File: src/rtl/led_animator.sv
// LED strip animator: plays goal and win light patterns on a registered LED bus.
// One request is accepted from IDLE by fixed priority; the chosen animation runs for REPS
// repetitions, each made of K frames plus one dark gap frame, every frame held STEP_TICKS
// cycles. A one-cycle done pulse marks the return to IDLE.
// Optional build macro: ANIM_PREEMPT_EN lets a win request abort a running goal animation.
module led_animator #(
   parameter int LED_W      = 8,  // even, 4..32
   parameter int STEP_TICKS = 4,  // 1..255
   parameter int REPS       = 3   // 1..15
) (
   input  logic             BALL_CLOCK,
   input  logic             RESET_N,
   input  logic             goal_player_1,
   input  logic             goal_player_2,
   input  logic             win_player_1,
   input  logic             win_player_2,
   output logic [LED_W-1:0] led,
   output logic             busy,
   output logic             done,
   output logic [1:0]       anim_id
);

   localparam int HALF    = LED_W / 2;
   localparam int FRAME_W = $clog2(LED_W + 1);
   localparam int TICK_W  = $clog2(STEP_TICKS + 1);
   localparam int REP_W   = $clog2(REPS + 1);

   // Frame index of the dark gap; it follows the last lit frame.
   localparam logic [FRAME_W-1:0] K_GOAL    = FRAME_W'(LED_W);
   localparam logic [FRAME_W-1:0] K_WIN     = FRAME_W'(LED_W - 1);
   localparam logic [TICK_W-1:0]  TICK_LAST = TICK_W'(STEP_TICKS - 1);
   localparam logic [REP_W-1:0]   REP_LAST  = REP_W'(REPS - 1);

   localparam logic [1:0] ID_GOAL_1 = 2'd0;
   localparam logic [1:0] ID_GOAL_2 = 2'd1;
   localparam logic [1:0] ID_WIN_1  = 2'd2;
   localparam logic [1:0] ID_WIN_2  = 2'd3;

   typedef enum logic [0:0] {IDLE, RUN} state_t;

   state_t               state_q;
   logic [FRAME_W-1:0]   frame_q;
   logic [TICK_W-1:0]    tick_q;
   logic [REP_W-1:0]     rep_q;

   logic                 req_valid;
   logic [1:0]           req_id;
   logic                 win_req;
   logic [1:0]           win_id;
   logic                 preempt;
   logic [FRAME_W-1:0]   k_last;
   logic [FRAME_W-1:0]   frame_next;

   // Lit pattern for a given animation and frame index (gap frames are handled by the caller).
   function automatic logic [LED_W-1:0] frame_pattern(input logic [1:0]         anim,
                                                      input logic [FRAME_W-1:0] idx);
      logic [LED_W-1:0] p;
      int               i;
      int               j;
      p = '0;
      i = int'(idx);
      j = i - HALF + 1;
      for (int b = 0; b < LED_W; b++) begin
         case (anim)
            ID_GOAL_1: p[b] = (b == LED_W - 1 - i);
            ID_GOAL_2: p[b] = (b == i);
            default: begin
               if (i < HALF) begin
                  // Converge: two dots walking in from both ends.
                  p[b] = (b == i) || (b == LED_W - 1 - i);
               end else if (anim == ID_WIN_1) begin
                  // Fill grows from the centre towards the top bit.
                  p[b] = (b >= HALF - 1) && (b <= HALF + j);
               end else begin
                  // Fill grows from the centre towards bit 0.
                  p[b] = (b >= HALF - 1 - j) && (b <= HALF);
               end
            end
         endcase
      end
      return p;
   endfunction

   // Fixed-priority request selection: wins over goals, player 1 over player 2.
   always_comb begin
      req_valid = 1'b1;
      req_id    = ID_GOAL_1;
      if (win_player_1) begin
         req_id = ID_WIN_1;
      end else if (win_player_2) begin
         req_id = ID_WIN_2;
      end else if (goal_player_1) begin
         req_id = ID_GOAL_1;
      end else if (goal_player_2) begin
         req_id = ID_GOAL_2;
      end else begin
         req_valid = 1'b0;
      end
   end

   // Win request decode used for preemption.
   always_comb begin
      win_req = win_player_1 || win_player_2;
      win_id  = win_player_1 ? ID_WIN_1 : ID_WIN_2;
   end

`ifdef ANIM_PREEMPT_EN
   // Only goal animations (anim_id[1] == 0) can be aborted, and only by a win.
   assign preempt = (state_q == RUN) && !anim_id[1] && win_req;
`else
   assign preempt = 1'b0;
`endif

   // Frame bookkeeping shared by the sequencer.
   always_comb begin
      k_last     = anim_id[1] ? K_WIN : K_GOAL;
      frame_next = frame_q + FRAME_W'(1);
   end

   // Animation sequencer with registered LED, busy, done and anim_id outputs.
   always_ff @(posedge BALL_CLOCK or negedge RESET_N) begin
      if (!RESET_N) begin
         state_q <= IDLE;
         frame_q <= '0;
         tick_q  <= '0;
         rep_q   <= '0;
         led     <= '0;
         busy    <= 1'b0;
         done    <= 1'b0;
         anim_id <= ID_GOAL_1;
      end else begin
         done <= 1'b0;
         case (state_q)
            IDLE: begin
               frame_q <= '0;
               tick_q  <= '0;
               rep_q   <= '0;
               led     <= '0;
               busy    <= 1'b0;
               anim_id <= ID_GOAL_1;
               if (req_valid) begin
                  state_q <= RUN;
                  busy    <= 1'b1;
                  anim_id <= req_id;
                  led     <= frame_pattern(req_id, '0);
               end
            end

            RUN: begin
               if (preempt) begin
                  // Restart from scratch as the win animation; the goal never reports done.
                  frame_q <= '0;
                  tick_q  <= '0;
                  rep_q   <= '0;
                  anim_id <= win_id;
                  led     <= frame_pattern(win_id, '0);
               end else if (tick_q != TICK_LAST) begin
                  tick_q <= tick_q + TICK_W'(1);
               end else begin
                  tick_q <= '0;
                  if (frame_q == k_last) begin
                     // End of the gap: next repetition or finish.
                     frame_q <= '0;
                     if (rep_q == REP_LAST) begin
                        state_q <= IDLE;
                        rep_q   <= '0;
                        led     <= '0;
                        busy    <= 1'b0;
                        done    <= 1'b1;
                        anim_id <= ID_GOAL_1;
                     end else begin
                        rep_q <= rep_q + REP_W'(1);
                        led   <= frame_pattern(anim_id, '0);
                     end
                  end else begin
                     frame_q <= frame_next;
                     led     <= (frame_next == k_last) ? '0 : frame_pattern(anim_id, frame_next);
                  end
               end
            end

            default: begin
               state_q <= IDLE;
            end
         endcase
      end
   end

endmodule
File: config.mk
export PLATFORM = sky130hd
export DESIGN_NAME = led_animator
export DESIGN_NICKNAME = d
export VERILOG_FILES = /design/src/rtl/led_animator.sv
export SDC_FILE = /design/constraint.sdc
export NUM_CORES = 1
export LEC_CHECK = 0
export BUFFER_PORTS_ARGS = -buffer_cell sky130_fd_sc_hd__buf_2
export CAP_MARGIN = 20
export CORE_MARGIN = 5
export CORE_UTILIZATION = 46
export DETAILED_ROUTE_END_ITERATION = 7
export MAX_ROUTING_LAYER = met4
export SLEW_MARGIN = 0
export SYNTH_ARGS = -nofsm -noshare
export SYNTH_HDL_FRONTEND = slang
export SYNTH_SLANG_ARGS = --single-unit
File: constraint.sdc
create_clock -name BALL_CLOCK -period 5.15 [get_ports BALL_CLOCK]
set_input_delay 0.7725 -clock BALL_CLOCK [delete_from_list [all_inputs] [get_ports BALL_CLOCK]]
set_output_delay 0.7725 -clock BALL_CLOCK [all_outputs]
set_load 0.005 [all_outputs]
# After elaboration in Yosys (flattened, before gate mapping)
# Cells that the tools add are included.
# op_classes
n_reduce_logical	14
muxes	70
bitwise_logic	1
addsub	8
n_eq_ne	24
order_cmp	11
# op_table
op	n
>= comparator 3 x 32 -> 1 bit (first input constant)	2
two-way mux 8 bit	5
two-way mux 1 bit	36
>= comparator 1 x 32 -> 1 bit (first input constant)	1
>= comparator 2 x 32 -> 1 bit (first input constant)	1
>= comparator 4 x 32 -> 1 bit (first input constant)	1
logical NOT 32 bit	1
<= comparator 4 x 7 -> 1 bit (first input constant)	4
equality test 4 x 5 -> 1 bit (first input constant)	4
two-way mux 2 bit	10
case mux 1 bit (2 select lines)	10
equality test 4 bit (first input constant)	4
case mux 8 bit (2 select lines)	1
two-way mux 4 bit	3
equality test 3 x 5 -> 1 bit (first input constant)	2
equality test 3 x 4 -> 1 bit (first input constant)	2
equality test 4 bit	2
logical OR 1 bit	8
case mux 2 bit (2 select lines)	2
case mux 4 bit (2 select lines)	1
adder 4 x 6 -> 7 bit (first input constant)	1
<= comparator 3 x 7 -> 1 bit (first input constant)	1
subtractor 3 x 6 -> 7 bit (first input constant)	1
adder 5 x 2 -> 6 bit (second input constant)	1
20 further kinds	24
# totals
reg_bits	22
input_bits	6
word_cells	136
out_inout_bits	12

# Longest topological paths before layout
# depth
ltp_word	12
mapped_depth	16
depth_no_buf	14

# Least setup slack after synthesis
# No wires, ideal clock.
# synth_timing
path_type	reg2reg
startpoint	reg frame_q[0]
endpoint	reg led[7]
stages_incl_launch_ff	16
setup_time_ns	0.094
setup_slack_ns	0.983
period_less_slack_ns	4.167
path_buffers	2
required_ns	5.056
arrival_time_ns	4.074
path_cell_list	dfrtp_1 clkbuf_1 nand3_1 xnor2_1 clkbuf_1 inv_1 ha_1 xor2_1 inv_1 ha_1 and2_1 or4_4 a211oi_2 nand2_1 a2111o_1 a221oi_2
# synth_between
elab_chain_len	12
elab_cells_between_ends	19
cone_classes	add/sub: 5; order compare: 2; eq/ne: 4; mux: 7; reduce/logical: 1
# synth_rtl
element	line_no	rtl
from (decl)	42	logic [FRAME_W-1:0] frame_q;
from (signal assigned)	176	frame_q <= frame_next;
adder 4 x 1 -> 4 bit	117	frame_next = frame_q + FRAME_W'(1);
subtractor 4 x 3 -> 5 bit	62	j = i - HALF + 1;
adder 5 x 2 -> 6 bit	62	
adder 4 x 6 -> 7 bit	73	p[b] = (b >= HALF - 1) && (b <= HALF + j);
<= comparator 4 x 7 -> 1 bit	73	
two-way mux 1 bit	71	end else if (anim == ID_WIN_1) begin
two-way mux 1 bit	68	if (i < HALF) begin
case mux 1 bit (2 select lines)	64	case (anim)
two-way mux 8 bit	177	led <= (frame_next == k_last) ? '0 : frame_pattern(anim_id, frame_next);
two-way mux 8 bit *	161	if (frame_q == k_last) begin
two-way mux 8 bit *	157	end else if (tick_q != TICK_LAST) begin
case mux 8 bit (2 select lines) *	133	case (state_q)
to (signal assigned)	145	led <= frame_pattern(req_id, '0);
to (signal assigned)	156	led <= frame_pattern(win_id, '0);
to (signal assigned)	177	
to (decl)	17	output logic [LED_W-1:0] led,
# Every way passes the cells marked *; elsewhere a longest branch is shown, timed or not. The select of a mux whose other input is x is not followed.
# A chain may end at the register's enable or synchronous reset.

# Worst setup path after layout
# Same ends and word-level chain as after synthesis.

==> run_summary.xml <==
<?xml version="1.0" encoding="UTF-8"?>
<metrics>
  <group name="drt">
    <metric name="wl_per_cell" unit="um">17.3</metric>
    <metric name="vias_per_cell" unit="">6.28</metric>
    <metric name="drt_wl_total" unit="um">6840</metric>
    <metric name="detailroute.via_count" unit="">2481</metric>
    <metric name="ant_nets" unit="">0</metric>
    <metric name="drc_errors" unit="">0</metric>
    <metric name="dr.pass1.iters" unit="">5</metric>
    <metric name="drtIter0Drc" unit="">390</metric>
  </group>
  <group name="clocking">
    <metric name="post-cts-setup-buffers" unit="">0</metric>
    <metric name="worst_skew_pair.late_latency" unit="ns">0.27</metric>
    <metric name="clock_sink_count" unit="">22</metric>
    <metric name="cts-resized-gates" unit="">0</metric>
    <metric name="path_clk_slew" unit="ns">0.09</metric>
    <metric name="cts.htree.levels" unit="">1</metric>
    <metric name="tritoncts.num_buffers" unit="">3</metric>
    <metric name="cts_tree" unit="">done</metric>
    <metric name="cts_hold_buf" unit="">0</metric>
    <metric name="cts.root.buffer_cell" unit="">clkbuf_8</metric>
    <metric name="cts.path.max_buffers" unit="">2</metric>
  </group>
  <group name="synth">
    <metric name="synth_enable_flop_cells" unit="">0</metric>
    <metric name="ys_top_cells_by_count" unit="">38 x nand2_1, 37 x nor2_1, 26 x clkbuf_1</metric>
    <metric name="post-synth-top-area-fraction" unit="">0.230</metric>
    <metric name="syn_area" unit="mm2">0.00240</metric>
    <metric name="dominantRegCellSynth" unit="">dfrtp_1</metric>
    <metric name="post_synth_main_area_contributors" unit="">dfrtp_1 23%, ha_1 7.8%, nand2_1 5.9%</metric>
    <metric name="synth_top_area_cell" unit="">dfrtp_1</metric>
    <metric name="synth_async_sr_flop_share" unit="">1.00</metric>
    <metric name="yosys.cell_types.count" unit="">63</metric>
    <metric name="syn_inst" unit="">328</metric>
    <metric name="post-synth-top-count-cell" unit="">nand2_1</metric>
    <metric name="yosys_register_bits" unit="">22</metric>
    <metric name="mean_instance_size_in_the_synthesized_netlist" unit="um2">7.31</metric>
    <metric name="synth_sequential_area_ratio" unit="">0.230</metric>
    <metric name="syn_nets" unit="">349</metric>
    <metric name="synth-warning-count" unit="">0</metric>
  </group>
  <group name="place">
    <metric name="pre_cts_slack" unit="ns">0.596</metric>
    <metric name="gp_congestion" unit="">0.925</metric>
    <metric name="placed_cell_count" unit="">391</metric>
    <metric name="post_dp_cell_area" unit="mm2">0.00249</metric>
    <metric name="hpwlAfterDp" unit="um">5090</metric>
    <metric name="buffer_ports.inserted" unit="">17</metric>
  </group>
  <group name="timing">
    <metric name="layout_setup_ws" unit="ns">0.519</metric>
    <metric name="tightestPinTransition" unit="ns">0.816</metric>
    <metric name="timing.final.crit_share" unit="">0.899</metric>
    <metric name="finalClockSkew" unit="ns">0.0156</metric>
    <metric name="setup_repair_after_global_routing_missed_its_margin" unit="">no</metric>
    <metric name="worst_slew_margin_rel" unit="">0.456</metric>
    <metric name="final.setup.tns" unit="ns">0</metric>
    <metric name="setup-violations-final" unit="">0</metric>
    <metric name="timing.final.max_slew_violations" unit="">0</metric>
    <metric name="final_period_minus_worst_setup_slack" unit="ns">4.63</metric>
    <metric name="clock.fmax" unit="GHz">0.216</metric>
    <metric name="final_hold_viol_count" unit="">0</metric>
  </group>
  <group name="die">
    <metric name="io-pin-count" unit="">18</metric>
    <metric name="initial_utilization" unit="">0.472</metric>
    <metric name="core_region_area" unit="mm2">0.00507</metric>
    <metric name="dieHeight" unit="um">82.2</metric>
    <metric name="die_x" unit="um">82.2</metric>
    <metric name="num_rows" unit="">26</metric>
    <metric name="die_area" unit="mm2">0.00676</metric>
  </group>
  <group name="critical_path">
    <metric name="critical_path.slowest_cell" unit="">dfrtp_1</metric>
    <metric name="worstPathMaxFanout" unit="">15</metric>
    <metric name="crit_path_max_incr_delay" unit="ns">0.61</metric>
    <metric name="worstPathArrival" unit="ns">4.82</metric>
    <metric name="worst-path-buf-inv" unit="">2</metric>
    <metric name="critical_path.endpoint_type" unit="">flip-flop</metric>
    <metric name="timing.critical_path.required" unit="ns">5.34</metric>
    <metric name="timing.critical_path.from_type" unit="">flip-flop</metric>
    <metric name="worst_path_most_repeated_cell" unit="">ha_1</metric>
    <metric name="critical_path_start_end_classification" unit="">reg -&gt; reg</metric>
    <metric name="worstPathCellList" unit="">ha_1 -&gt; xor2_2 -&gt; inv_2 -&gt; ha_1 -&gt; xor2_1 -&gt; inv_1 -&gt; ha_1 -&gt; and2_1 -&gt; or4_4 -&gt; a211oi_2 -&gt; nand2_1 -&gt; a2111o_1 -&gt; a221oi_2</metric>
    <metric name="crit_family" unit="">adder cells</metric>
  </group>
  <group name="power_and_ir_drop">
    <metric name="leakage" unit="nW">1.04</metric>
    <metric name="ir_drop" unit="V">0.000336</metric>
    <metric name="power.density" unit="mW/mm2">777</metric>
  </group>
  <group name="finish">
    <metric name="antenna-diode-count" unit="">0</metric>
    <metric name="final-instance-count-excl-fill" unit="">395</metric>
    <metric name="area_growth_syn_to_layout" unit="%">6.89</metric>
    <metric name="layout-drive-gt1-share" unit="">0.102</metric>
    <metric name="area_of_the_multi_input_gates" unit="mm2">0.00171</metric>
    <metric name="count_of_fill_cells_added_during_filler_insertion" unit="">525</metric>
    <metric name="final_area" unit="mm2">0.00256</metric>
    <metric name="fin_nets" unit="">347</metric>
    <metric name="regArea" unit="um2">551</metric>
  </group>
  <group name="run_status">
    <metric name="run_status" unit="">complete, no violations</metric>
  </group>
  <group name="grt">
    <metric name="number_of_antenna_violations_at_the_first_check_in_global_routing" unit="">0</metric>
    <metric name="grt-ovfl-total" unit="">0</metric>
    <metric name="grt.total_usage" unit="">0.222</metric>
    <metric name="grt_pass1_wl" unit="um">11500</metric>
    <metric name="grt_start_max_net_pins" unit="">25</metric>
    <metric name="first_global_vias" unit="">2290</metric>
  </group>
  <group name="flow_run">
    <metric name="cap_viol_max_count" unit="">0</metric>
  </group>
  <group name="hold_path">
    <metric name="hold_path.class" unit="">in -&gt; async</metric>
  </group>
</metrics>
==> registers in the layout, summed over array words and instances (netlist names) <==
signal / flops
rep_q: 2
busy: 1
tick_q: 3
anim_id: 2
state_q: 1
frame_q: 4
done: 1
led: 8
==> power breakdown <==
group	switching [mW]	internal (mW)	total, mW
clock network	0.0606	0.104	0.165
registers	0.0624	0.221	0.284
logic	0.972	0.570	1.54
total	1.09	0.896	1.99
==> per-stage QoR <==
stage	hold WS, ns	util	total power [mW]
after floorplan	0.415	-	1.44
after global placement	0.427	0.491	1.80
after detailed placement	0.447	0.491	1.79
after CTS	0.458	0.505	1.97
after global routing	0.489	0.505	2.17
final	0.451	0.505	1.99
==> layer usage <==
layer  track usage  part of all wire  vias to the layer above
met4        0.0598             0.017                        0
li1              -                 -                     1206
met2         0.349              0.47                       85
met3        0.0336             0.052                       12
met5             -                 0                        -
met1         0.299              0.46                     1178
==> cell usage in the layout (no fill, tap or decap), types with 3 or more instances in the layout <==
master | Yosys | final
nand3_1 | 14 | 14
xnor2_1 | 3 | 3
a31oi_1 | 5 | 5
and3_1 | 4 | 4
nor2b_1 | 5 | 5
a211oi_1 | 4 | 4
nor3_1 | 11 | 11
inv_1 | 8 | 8
buf_2 | 0 | 17
o22ai_1 | 6 | 6
nand3b_1 | 3 | 3
buf_4 | 0 | 3
o311ai_0 | 3 | 3
ha_1 | 15 | 15
o21ai_0 | 14 | 14
nor4_1 | 5 | 5
a311oi_1 | 3 | 3
nand2b_1 | 9 | 9
nor2_1 | 37 | 37
nor3b_1 | 7 | 7
dfrtp_1 | 22 | 22
o211ai_1 | 10 | 10
a21oi_1 | 22 | 22
clkbuf_8 | 0 | 3
nand2_1 | 38 | 38
nand4_1 | 5 | 5
==> path summary, 6_finish.rpt <==
| kind | from | slack [ns] | end | depth (start not counted) |
|---|---|---|---|---|
| min in group BALL_CLOCK | tick_q[0] | 0.46 | tick_q[0] | 1 |
| min reg2reg | tick_q[0] | 0.46 | tick_q[0] | 1 |
| max reg2reg | frame_q[0] | 0.52 | led[7] | 13 |
| max in group asynchronous | RESET_N | 4.34 | tick_q[2] | 1 |
| min | RESET_N | 0.45 | led[5] | 1 |
| max | frame_q[0] | 0.52 | led[7] | 13 |
==> cell families after synthesis <==
logic type               after synthesis  synth area share
AO/OA/AOI/OAI                         95             0.277
XOR/XNOR                               6            0.0308
adder cells (fa/ha/maj)               15            0.0783
buffers and inverters                 37            0.0579
flip-flops                            22             0.230
multiplexers                           1           0.00418
AND/OR/NAND/NOR                      152             0.323
==> cell type report <==
cell class                      instances  area share
Clock buffer                            3      0.0161
Multi-Input combinational cell        269       0.667
Tap cell                               70      0.0342
Clock inverter                          1      0.0117
Sequential cell                        22       0.215
Timing Repair Buffer                   20      0.0420
Inverter                               10      0.0146
==> worst reg2reg max path, stage by stage, from the launching register on <==
cell      delay [ns]
dfrtp_1         0.61
ha_1            0.33
xor2_2          0.35
inv_2           0.20
ha_1            0.60
xor2_1          0.34
inv_1           0.11
ha_1            0.30
and2_1          0.22
or4_4           0.48
a211oi_2        0.25
nand2_1         0.08
a2111o_1        0.43
a221oi_2        0.25
(Power assumes the default switching activity.)
